**src/rtl/ddr_deserializer_pkg.sv**
```systemverilog
// Shared definitions for the DDR deserializer: width legality, counter sizing,
// and the bit order of the capture-stage sample pair.
package ddr_deserializer_pkg;

  localparam int unsigned PAIR_FIRST  = 1;
  localparam int unsigned PAIR_SECOND = 0;

  typedef enum logic [1:0] {
    ACC_HOLD,
    ACC_PAIR,
    ACC_SLIP
  } acc_mode_e;

  function automatic bit width_legal(input int unsigned dw);
    return (dw >= 4) && ((dw % 2) == 0);
  endfunction

  function automatic int unsigned cnt_width(input int unsigned dw);
    return $clog2(dw + 2);
  endfunction

endpackage

```
**src/rtl/ddr_deserializer_obuf.sv**
```systemverilog
// Generic 2-entry valid/ready FIFO. The head register drives the output and
// keeps its last value when the FIFO drains.
module ddr_deserializer_obuf #(
  parameter int unsigned W = 8
) (
  input  logic         clk,
  input  logic         rst,
  input  logic         push,
  input  logic [W-1:0] push_data,
  input  logic         pop,
  output logic [W-1:0] out_data,
  output logic         out_vld,
  output logic         full
);

  logic [W-1:0] head;
  logic [W-1:0] tail;
  logic [1:0]   occ;

  always_ff @(posedge clk or posedge rst) begin
    if (rst) begin
      head <= '0;
      tail <= '0;
      occ  <= 2'd0;
    end else begin
      case (occ)
        2'd0: begin
          if (push) begin
            head <= push_data;
            occ  <= 2'd1;
          end
        end
        2'd1: begin
          if (push && pop) begin
            head <= push_data;
          end else if (pop) begin
            occ <= 2'd0;
          end else if (push) begin
            tail <= push_data;
            occ  <= 2'd2;
          end
        end
        2'd2: begin
          // A push into a full FIFO is only taken when a pop frees the head.
          if (pop) begin
            head <= tail;
            if (push) tail <= push_data;
            else      occ  <= 2'd1;
          end
        end
        default: occ <= 2'd0;
      endcase
    end
  end

  assign out_data = head;
  assign out_vld  = (occ != 2'd0);
  assign full     = (occ == 2'd2);

endmodule

```
**src/rtl/ddr_deserializer.sv**
```systemverilog
// Assembles DDR sample pairs into MSB-first words with single-bit slip
// alignment, buffered on a valid/ready stream with sticky overflow.
module ddr_deserializer
  import ddr_deserializer_pkg::*;
#(
  parameter int unsigned DATA_WIDTH = 8
) (
  input  logic                  clk,
  input  logic                  rst,
  input  logic [1:0]            din,
  input  logic                  din_vld,
  input  logic                  bitslip,
  output logic [DATA_WIDTH-1:0] dout_data,
  output logic                  dout_vld,
  input  logic                  dout_rd,
  output logic                  overflow,
  input  logic                  overflow_clr
);

  localparam int unsigned CNT_W = cnt_width(DATA_WIDTH);
  localparam int unsigned SR_W  = DATA_WIDTH + 1;

  generate
    if (!width_legal(DATA_WIDTH)) begin : g_bad_width
      $error("ddr_deserializer: DATA_WIDTH must be even and >= 4");
    end
  endgenerate

  acc_mode_e             mode;
  logic [SR_W-1:0]       sr;
  logic [SR_W-1:0]       sr_next;
  logic [CNT_W-1:0]      cnt;
  logic [CNT_W-1:0]      cnt_after;
  logic [CNT_W-1:0]      cnt_next;
  logic                  word_done;
  logic [DATA_WIDTH-1:0] word;
  logic                  full;
  logic                  pop;
  logic                  push;
  logic                  ovf_set;

  // Valid bits live in sr[cnt-1:0] with the oldest bit at the top, so a
  // completed word is always the DATA_WIDTH bits just below cnt_after.
  always_comb begin
    mode = ACC_HOLD;
    if (din_vld) mode = bitslip ? ACC_SLIP : ACC_PAIR;

    sr_next   = sr;
    cnt_after = cnt;
    unique case (mode)
      ACC_PAIR: begin
        sr_next   = {sr[SR_W-3:0], din[PAIR_FIRST], din[PAIR_SECOND]};
        cnt_after = cnt + CNT_W'(2);
      end
      ACC_SLIP: begin
        sr_next   = {sr[SR_W-2:0], din[PAIR_SECOND]};
        cnt_after = cnt + CNT_W'(1);
      end
      default: ;
    endcase

    word_done = (mode != ACC_HOLD) && (cnt_after >= CNT_W'(DATA_WIDTH));
    word      = (cnt_after == CNT_W'(DATA_WIDTH + 1)) ? sr_next[SR_W-1:1]
                                                      : sr_next[DATA_WIDTH-1:0];
    cnt_next  = word_done ? (cnt_after - CNT_W'(DATA_WIDTH)) : cnt_after;
  end

  assign pop     = dout_vld & dout_rd;
  assign push    = word_done & (~full | pop);
  assign ovf_set = word_done & full & ~pop;

  always_ff @(posedge clk or posedge rst) begin
    if (rst) begin
      sr       <= '0;
      cnt      <= '0;
      overflow <= 1'b0;
    end else begin
      sr  <= sr_next;
      cnt <= cnt_next;
      if (ovf_set)           overflow <= 1'b1;
      else if (overflow_clr) overflow <= 1'b0;
    end
  end

  ddr_deserializer_obuf #(
    .W(DATA_WIDTH)
  ) u_obuf (
    .clk      (clk),
    .rst      (rst),
    .push     (push),
    .push_data(word),
    .pop      (pop),
    .out_data (dout_data),
    .out_vld  (dout_vld),
    .full     (full)
  );

endmodule

```
**config.mk**
```make
export PLATFORM = sky130hd
export DESIGN_NAME = ddr_deserializer
export DESIGN_NICKNAME = d
export VERILOG_FILES = /design/src/rtl/ddr_deserializer_pkg.sv /design/src/rtl/ddr_deserializer_obuf.sv /design/src/rtl/ddr_deserializer.sv
export SDC_FILE = /design/constraint.sdc
export NUM_CORES = 1
export LEC_CHECK = 0
export ABC_AREA = 1
export BUFFER_PORTS_ARGS = -buffer_cell sky130_fd_sc_hd__buf_2
export CAP_MARGIN = 20
export CORE_AREA = 2 2 58 60
export DETAILED_ROUTE_END_ITERATION = 10
export DIE_AREA = 0 0 60 62
export GPL_TIMING_DRIVEN = 0
export PLACE_DENSITY = 0.81
export SETUP_SLACK_MARGIN = 0.05
export SLEW_MARGIN = 15
export SYNTH_ARGS = -nofsm -noshare
export SYNTH_HDL_FRONTEND = slang
export SYNTH_SLANG_ARGS = --single-unit
```
**constraint.sdc**
```tcl
create_clock -name clk -period 2.55 [get_ports clk]
set_input_delay 0.1275 -clock clk [delete_from_list [all_inputs] [get_ports clk]]
set_output_delay 0.1275 -clock clk [all_outputs]
set_load 0.005 [all_outputs]
```
# After elaboration in Yosys (flattened, before gate mapping)
# Index checks and enable logic that the tools add are counted.
dict set report op_classes {
  add_sub_neg 3
  mul 0
  n_div 0
  order_cmp 1
  eq_ne 12
  shifts 0
  muxes 24
  n_bitwise 7
  n_reduce_logical 11
}
# cell count
set op_table {}
lappend op_table {{$mux W8} 8}
lappend op_table {{$pmux W8 S3} 1}
lappend op_table {{$pmux W9 S2} 1}
lappend op_table {{$mux W2} 8}
lappend op_table {{$pmux W8 S2} 1}
lappend op_table {{$pmux W4 S2} 1}
lappend op_table {{$reduce_and A4 Y1} 2}
lappend op_table {{$reduce_bool A2 Y1} 4}
lappend op_table {{$ne A2 B1 Y1 const B} 3}
lappend op_table {{$ne A2 B2 Y1 const B} 3}
lappend op_table {{$pmux W2 S3} 1}
lappend op_table {{$reduce_and A5 Y1} 1}
lappend op_table {{$add A4 B1 Y4 const B} 1}
lappend op_table {{$add A4 B2 Y4 const B} 1}
lappend op_table {{$and A1 B1 Y1} 4}
lappend op_table {{$eq A2 B1 Y1 const B} 2}
lappend op_table {{$eq A2 B2 Y1 const B} 2}
lappend op_table {{$eq A4 B4 Y1 const B} 1}
lappend op_table {{$ge A4 B4 Y1 const B} 1}
lappend op_table {{$mux W4} 1}
lappend op_table {{$sub A4 B4 Y4 const B} 1}
lappend op_table {{$ne A3 B2 Y1 const B} 1}
lappend op_table {{$reduce_bool A3 Y1} 1}
lappend op_table {{$logic_and A1 B1 Y1} 2}
lappend op_table {{4 further kinds} 6}
dict set report totals {
  ff_bits 32
  latch_bits 0
  ramBits 0
  romBits 0
  in_bits 8
  elab_cells 64
  n_memories 0
}

# Logic depth before layout (Yosys ltp)
# Gate-level depths: netlist of run 1.
dict set report depth {
  word_depth 11
  mapped_depth 12
  mapped_depth_nobuf 11
}

# By module
# A second synthesis of run 1 with hierarchy kept.
dict set report hier_totals {
  cells_unflattened 247
  hier_area_um2 1805.5
}
# module n_inst cells_each area_each_um2 seq_area_each_um2
set by_module_without_submodules {}
lappend by_module_without_submodules {ddr_deserializer 1 132 940.9 350.3}
lappend by_module_without_submodules {ddr_deserializer_obuf 1 115 864.6 450.4}

# Least setup slack after synthesis of run 1
# OpenSTA, ideal clock, no wires.
dict set report synth_path {
  path_type {flip-flop to flip-flop}
  from {register cnt[1]}
  to {register u_obuf.head[1], in the netlist u_obuf.out_data[1]}
  setup_ns 0.116
  t_arrival_ns 1.502
  slack_ns 0.931
  stages_incl_launch_ff 12
  path_buffers 0
  synth_period_minus_slack_ns 1.619
  cell_sequence {dfrtp_1 ha_1 nand2_1 clkinv_1 nand2_1 nand2_1 a21oi_4 nand2_4 nand2_2 nand3_1 nand2_1 nand2_1}
}
dict set report synth_between {
  elab_chain_cells 8
  word_cells_on_any_way 15
  classes_between {2 x add/sub; 1 x order compare; 3 x eq/ne; 5 x mux; 1 x bitwise; 3 x reduce/logical}
}
# item line
set synth_rtl {}
lappend synth_rtl {{from (decl)} ddr_deserializer.sv:32} ;# logic [CNT_W-1:0] cnt;
lappend synth_rtl {{from (signal assigned)} ddr_deserializer.sv:79} ;# cnt <= cnt_next;
lappend synth_rtl {{$add A4 B1 Y4 / $add A4 B2 Y4 (equally long branches)} {ddr_deserializer.sv:57, ddr_deserializer.sv:53}}
lappend synth_rtl {{$pmux W4 S2 (*)} ddr_deserializer.sv:50} ;# unique case (mode)
lappend synth_rtl {{$ge A4 B4 Y1} ddr_deserializer.sv:62} ;# word_done = (mode != ACC_HOLD) && (cnt_after >= CNT_W'(DATA_WIDTH));
lappend synth_rtl {{$logic_and A1 B1 Y1} ddr_deserializer.sv:62}
lappend synth_rtl {{$and A1 B1 Y1} ddr_deserializer.sv:69} ;# assign push = word_done & (~full | pop);
lappend synth_rtl {{$logic_and A1 B1 Y1} ddr_deserializer_obuf.sv:34} ;# if (push && pop) begin
lappend synth_rtl {{$ne A2 B1 Y1 (no source line)} -}
lappend synth_rtl {{$reduce_and A4 Y1 (no source line)} -}
lappend synth_rtl {{to (signal assigned)} ddr_deserializer_obuf.sv:29} ;# head <= push_data;
lappend synth_rtl {{to (signal assigned)} ddr_deserializer_obuf.sv:35} ;# head <= push_data;
lappend synth_rtl {{to (signal assigned)} ddr_deserializer_obuf.sv:46} ;# head <= tail;
lappend synth_rtl {{to (decl)} ddr_deserializer_obuf.sv:16} ;# logic [W-1:0] head;
# Every way passes the cells marked *; elsewhere a longest branch is shown, timed or not. The select of a mux whose other input is x is not followed.
# A chain may end at the register's enable or synchronous reset.

# Worst setup path in the final report of run 1
# Ends and elaborated chain as after synthesis.

==> run_results.csv, run 1 <==
group,metric,value,unit
run_status,status,"complete, no violations",
timing,fin_worst_skew,0.0123,ns
setup_path,cpPeakStageDelay,0.44,ns
die,fp.dieW,60,microns
global_route,grt_overflow_total,0,
setup_path,worst-r2r-cell-count,11,
setup_path,cp_top_family,"simple AND/OR/NAND/NOR gates",
route,drtAntennaViolNets,0,
cts,clock_path_buffers,2,
timing,rsz0062_at_grt,"false",
cts,cts_resized,0,
setup_path,crit_path_frequent_cell,"nand2_1",
cts,clock-sinks,32,
global_route,antenna_found_initial,0,
synth,ys_ff_latch,32,
cells_and_area,fin_cells,312,
setup_path,worstPathMaxFanout,9,
placed_design,place_ws,0.692,ns
timing,fin_crit_sh,0.731,
synth,synth_cell_types,24,
route,drcViolationCount,0,
die,die_area,3720,sq um
global_route,first_global_vias,1397,
timing,holdWs,0.0492,ns
synth,synth-compound-area-share,0.0400,
synth,synth_top_family_by_area,"simple AND/OR/NAND/NOR gates",
synth,yosys.area_share.simple,0.448,
setup_path,required,2.78,ns
synth,synthAdderAreaFrac,0.0136,
setup_path,critPathArrivalTime,2.09,ns
placed_design,dp_hpwl,2.43,mm
cts,cts_tree,"done",
placed_design,place_inst,303,
cells_and_area,area.growth.synth_to_final,12.3,%
setup_path,endpoint_kind,"flop",
global_route,grt_first_pass_wirelength,5.61,mm
die,rows,21,
power,pwr_density_cell,945,nW/um^2
setup_path,crit_chain,"ha_1, nand2_1, clkinv_1, nand2_1, nand2_1, a21oi_4, nand2_4, nand2_2, nand3_1, nand2_1, nand2_1",
cts,clk_pin_slew_worst_paths,0.10,ns
synth,syn-cell-area,1850,sq um
cells_and_area,diodes,0,
synth,synth.avg_cell_area,7.69,sq um
cts,clk-insertion-delay-late,0.34,ns
placed_design,port_buffers,17,
timing,fin_ws,0.686,ns
cts,post_cts_buffers,0,
synth,syn_inst,240,
setup_path,cp-start-kind,"flop",
route,drtPass1Iterations,4,
cells_and_area,fillers,301,
route,detail_route.iter0.violations,57,
setup_path,critPathKind,"reg -> reg",
synth,synthMuxAreaShare,0,
global_route,grt_max_degree,33,
setup_path,slowest_stage,"dfrtp_1",
timing,slew_viol_final,0,
route,vias,1520,
cts,htree_levels,2,
global_route,globalRouteTotalUtil,0.203,
hold_path,min_path_cells,2,
timing,hold_viol_final,0,
placed_design,place.gp.congestion,0.754,
cells_and_area,final_layout_size_suffix_gt1_frac,0.218,
power,p_leak,1.15,nW
cts,clockRootBuffer,"clkbuf_4",
timing,setup_viol,0,
timing,min_period,1.86,ns
job,cap_viol_max_count,0,
timing,slew_headroom,0.569,
power,vdd_drop_max,496,uV
synth,synth_warnings,0,
die,core-area,3180,sq um
hold_path,hold_path.class,"in -> reg",
synth,synth_xor_area_frac,0.00474,
die,die_height,62,microns
route,totalWireLength,3.29,mm
timing,tightest_slew,0.646,ns
synth,synth-seq-area-share,0.434,
setup_path,worst-path-stages,11,
cts,cts_made_buffers,5,
route,vias_per_cell,4.87,
die,ios,18,
die,start_util,0.581,
timing,setup_tns,0,ns
setup_path,cp_num_buf_inv,1,
timing,max_freq,0.536,GHz
synth,synth_nets,250,
cells_and_area,nets,276,
route,wl_per_cell,10.5,microns
[routing by layer]
metal / track usage / routed length [microns]
met5: 0 / 0
met1: 0.261 / 1600
met4: 0.105 / 42
met3: 0.0435 / 94
met2: 0.326 / 1550
[cell usage after synthesis, drive strengths merged]
cell / instances / share of area
a21oi: 3 / 0.020
buf: 3 / 0.015
o22ai: 1 / 0.0034
clkinv: 4 / 0.0088
nand2: 117 / 0.28
inv: 18 / 0.037
o211ai: 2 / 0.0081
nand3: 32 / 0.11
nor2: 22 / 0.065
ha: 2 / 0.014
dfrtp: 32 / 0.43
o21ai: 3 / 0.0081
xor2: 1 / 0.0047
[cells by family (layout without fill, tap and decap cells)]
logic type / Yosys count / in the layout
adders and majority gates: 2 / 2
and+or+nand+nor: 171 / 171
xor gates and xnor gates: 1 / 1
buffers and inverters: 25 / 51
AOI/OAI and AO/OA: 9 / 9
DFF: 32 / 32
[per-stage QoR]
| step | utilization | area, sq um | power, W |
|---|---|---|---|
| floorplan | - | 1850 | 0.00145 |
| global placement | 0.626 | 1990 | 0.00163 |
| detailed placement | 0.626 | 1990 | 0.00166 |
| CTS | 0.652 | 2070 | 0.00198 |
| global route | 0.652 | 2070 | 0.00215 |
| finish | 0.652 | 2070 | 0.00196 |
[report_power, final]
part	switching, W	internal (W)
registers	0.000105	0.000665
clock network	0.000166	0.000156
logic	0.000540	0.000329
[state kept, by name, summed over array words and instances, names as in the netlist]
signal and count:
cnt 4, u_obuf.occ 2, sr 9, u_obuf.tail 8, overflow 1, u_obuf.out_data 8
[repair_timing]
item / in CTS / in global routing
hold buffers: 2 / 0
endpoints found under the setup margin: 0 / 0
endpoints found under the hold margin: 33 / 0
[cell usage in the layout (no fill, tap or decap), drive strengths merged]
master / instances
ha: 2
nand2: 117
xor2: 1
a21oi: 3
nor2: 22
o21ai: 3
clkbuf: 7
inv: 18
clkinv: 4
dfrtp: 32
o211ai: 2
buf: 20
o22ai: 1
nand3: 32
dlygate4sd3: 2
[path summary, 6_finish.rpt]
kind                               startpoint                 end  slack (ns)
setup / recovery                       cnt[1]  u_obuf.out_data[1]        0.69
hold / removal                        din_vld              cnt[3]        0.05
setup reg to reg                       cnt[1]  u_obuf.out_data[1]        0.69
hold reg to reg            u_obuf.out_data[1]  u_obuf.out_data[1]        0.48
max in group asynchronous                 rst              cnt[1]        1.70
min in group asynchronous                 rst              cnt[3]        0.42
[worst reg2reg max path, delay by kind of cell (launching register included)]
family                     cells  cell delay (ns)
AOI/OAI and AO/OA              1             0.30
adders and majority gates      1             0.28
buffers and inverters          1             0.07
DFF                            1             0.44
and+or+nand+nor                8             0.67
[area by class of cell]
cell class	count	area, sq um	area share
clock buffers	7	65.1	0.0314
flip-flops and latches	32	801	0.386
inverters	22	83.8	0.0404
multi-input cells	183	935	0.451
plain buffers	3	27.5	0.0133
repair buffers	19	105	0.0507
well taps	46	57.6	0.0277
Note: power is estimated with default switching activity, not from simulation.
==> inputs of run 2 (changes only) <==
--- a/config.mk
+++ b/config.mk
@@ -5,14 +5,14 @@
 export SDC_FILE = /design/constraint.sdc
 export NUM_CORES = 1
 export LEC_CHECK = 0
-export ABC_AREA = 1
+export ABC_AREA = 0
 export BUFFER_PORTS_ARGS = -buffer_cell sky130_fd_sc_hd__buf_2
 export CAP_MARGIN = 20
-export CORE_AREA = 2 2 58 60
+export CORE_AREA = 2 2 64 66
 export DETAILED_ROUTE_END_ITERATION = 10
-export DIE_AREA = 0 0 60 62
+export DIE_AREA = 0 0 66 68
 export GPL_TIMING_DRIVEN = 0
-export PLACE_DENSITY = 0.81
+export PLACE_DENSITY = 0.73
 export SETUP_SLACK_MARGIN = 0.05
 export SLEW_MARGIN = 15
 export SYNTH_ARGS = -nofsm -noshare
==> constraint.sdc (replaced) <==
create_clock -name clk -period 1.65 [get_ports clk]
set_input_delay 0.0825 -clock clk [delete_from_list [all_inputs] [get_ports clk]]
set_output_delay 0.0825 -clock clk [all_outputs]
set_load 0.005 [all_outputs]
==> run 2 against run 1 <==
The run now ends with negative setup slack left. Register-to-register slack lost 0.88 ns. Die area grew 21%. Wire length grew 51%. Via count grew 15%. Critical path depth shrank 4. Cell count shrank 6.1%. Flip-flop and latch count is the same. Clock power grew 130%. Cell area grew 22%. Setup slack lost 0.88 ns. Clock skew shrank 0.0059 ns. Global-route usage grew 3.4 points. Critical path type unchanged.
==> run_results.csv, run 2 <==
group,metric,value,unit
run_status,status,"finished with violations",
run_status,violations,"negative setup slack",
setup_path,cp-start-kind,"flop",
synth,synth_cell_types,45,
cells_and_area,largest_register_ffs,9,
timing,tightest_slew,0.676,ns
hold_path,min_path_cells,2,
route,totalWireLength,4.95,mm
cts,clk-insertion-delay-late,0.29,ns
cells_and_area,nets,252,
setup_path,worst-r2r-cell-count,7,
setup_path,r2r_setup_slack,-0.19,ns
timing,max_freq,0.542,GHz
global_route,antenna_found_initial,0,
cells_and_area,final_common_cell,"dfrtp_1",
timing,slew_viol_final,0,
setup_path,crit_chain,"ha_4, and4bb_1, a21oi_4, o2bb2ai_4, buf_8, o21ai_2, a31oi_1",
placed_design,place.gp.congestion,0.836,
route,wl_per_cell,16.9,microns
timing,fin_worst_skew,0.00644,ns
setup_path,r2r-start,"cnt[1]",
die,ios,18,
timing,slew_headroom,0.549,
global_route,grt_first_pass_wirelength,7.96,mm
hold_path,hp-start,"dout_rd",
cells_and_area,diodes,0,
synth,ys_ff_latch,32,
placed_design,port_buffers,16,
cells_and_area,final_cell_mix,"dfrtp_1 (29), buf_2 (20), nor2_1 (19)",
hold_path,hold_end,"overflow",
route,drtAntennaViolNets,0,
timing,fin_crit_sh,1.12,
setup_path,slowest_stage,"dfrtp_2",
synth,synth_edf_count,0,
synth,synth_nets,212,
route,drtPass1Iterations,4,
global_route,grt_max_degree,33,
synth,synthTopCellsByCount,"dfrtp_1 (32), nor2_1 (19), nand4_1 (17)",
synth,synth-seq-area-share,0.415,
synth,synth.avg_cell_area,9.56,sq um
cts,cts_made_buffers,5,
placed_design,place_ws,-0.382,ns
setup_path,worstPathMaxFanout,8,
synth,synth.top_cells.by_area,"dfrtp_1 (41%), nand4_1 (5.5%), mux2i_1 (4.7%), o211ai_2 (4.5%), nand3_1 (4.1%)",
synth,syn_inst,202,
cts,cts_tree,"done",
die,core-area,3860,sq um
placed_design,dp_hpwl,3.10,mm
setup_path,required,1.85,ns
cells_and_area,final_layout_size_suffix_gt1_frac,0.403,
synth,synth.most_common_cell,"dfrtp_1",
cells_and_area,fin_cells,293,
timing,hold_viol_final,0,
route,vias,1741,
die,die_area,4490,sq um
timing,setup_viol,18,
power,vdd_drop_max,979,uV
setup_path,rr_endpoint,"u_obuf.tail[1]",
power,p_leak,1.11,nW
cells_and_area,largest_register,"sr",
route,drcViolationCount,0,
synth,synthArstFlopShare,1.00,
cts,clock-sinks,32,
die,rows,23,
global_route,globalRouteTotalUtil,0.237,
hold_path,hold_path.class,"in -> reg",
cells_and_area,area.growth.synth_to_final,31.3,%
synth,synthFlopType,"dfrtp_1",
die,start_util,0.501,
setup_path,critPathKind,"reg -> reg",
job,cap_viol_max_count,0,
timing,fin_ws,-0.194,ns
synth,syn-cell-area,1930,sq um
cts,clockRootBuffer,"clkbuf_8",
cts,clock_path_buffers,2,
global_route,first_global_vias,1677,
route,vias_per_cell,5.94,
cts,htree_levels,2,
timing,rsz0062_at_grt,"true",
die,fp.dieW,66,microns
die,die_height,68,microns
timing,min_period,1.84,ns
setup_path,cpPeakStageDelay,0.45,ns
synth,yosysTopAreaCell,"dfrtp_1",
route,detail_route.iter0.violations,125,
setup_path,endpoint_kind,"flop",
cells_and_area,fillers,315,
global_route,grt_overflow_total,0,
synth,synth_top_area_frac,0.415,
power,pwr_density_cell,1560,nW/um^2
cts,clk_pin_slew_worst_paths,0.07,ns
placed_design,place_inst,268,
cells_and_area,post-route-util,0.657,
synth,synth_warnings,0,
setup_path,critPathArrivalTime,2.05,ns
-- run 2: changes by cell type in the layout (fill, tap and decap cells not counted), sizes merged, moves of 3 or more --
cell / delta
buf: +21
nor2: -3
clkinv: -3
o21ai: +8
nor2b: +4
mux2i: +9
nand2b: +4
a31oi: +8
a21oi: +9
nand3: -15
nand2: -100
o211ai: +5
inv: -11
nand4: +18
-- run 2: repair_timing --
action | in CTS | in global routing
endpoints found under the hold margin | 33 | 0
setup endpoints to repair | 18 | 19
hold buffers | 2 | 0
resized for setup | 26 | 7
pin swaps | 9 | 20
buffers inserted | 11 | 3
cloned | 1 | 1
-- run 2: final cells by class --
cell class / count / area, sq um / share of cell area
flip-flops and latches: 32 / 805 / 0.317
inverters: 7 / 26.3 / 0.0104
clock buffers: 5 / 68.8 / 0.0271
plain buffers: 11 / 106 / 0.0420
repair buffers: 34 / 239 / 0.0943
multi-input cells: 151 / 1180 / 0.467
well taps: 50 / 62.6 / 0.0247
clock inverters: 3 / 42.5 / 0.0168
-- run 2: cell families after synthesis --
kind of cell,share of synthesized area
mux,0.0583
simple gates,0.251
fa+ha+maj,0.0130
flops,0.415
buf+inv,0.0642
compound gates,0.194
xor+xnor,0.00454
-- run 2: critical path: cells and delay by family (launching register included) --
family	cells	cell delay, ns
AND/OR/NAND/NOR	1	0.21
flip-flops	1	0.45
adder cells (fa/ha/maj)	1	0.28
AO/OA/AOI/OAI	4	0.65
buffers and inverters	1	0.17
-- run 2: report_power, final --
part	leakage [nW]	switching, W	internal [W]
registers	0.375	0.000205	0.00107
clock network	0.0541	0.000309	0.000446
logic	0.681	0.000970	0.000938
total	1.11	0.00148	0.00246
-- run 2: worst max path at each step --
stage,startpoint,to,cells after the start
2_1_floorplan,cnt[0],u_obuf.out_data[0],7
3_3_place_gp,cnt[1],u_obuf.out_data[2],7
3_5_place_dp,cnt[1],u_obuf.out_data[3],7
4_1_cts,cnt[1],u_obuf.tail[1],7
5_1_grt,cnt[0],u_obuf.tail[1],7
6_report,cnt[1],u_obuf.tail[1],7
-- run 2: stage by stage --
stage / total power, W / instance area [sq um] / setup TNS [ns] / hold WS [ns]
finish: 0.00394 / 2530 / -2.30 / 0.0502
global route: 0.00419 / 2530 / -3.69 / 0.0547
CTS: 0.00382 / 2460 / -2.04 / 0.0361
detailed placement: 0.00266 / 2100 / -5.07 / 0.231
global placement: 0.00261 / 2100 / -4.22 / 0.279
floorplan: 0.00229 / 1960 / -0.665 / 0.188
-- run 2: routing by layer --
| metal | track usage | wire length [microns] |
|---|---|---|
| met3 | 0.0609 | 209 |
| met1 | 0.301 | 2170 |
| met4 | 0.0689 | 47 |
| met2 | 0.403 | 2520 |
| met5 | 0 | 0 |
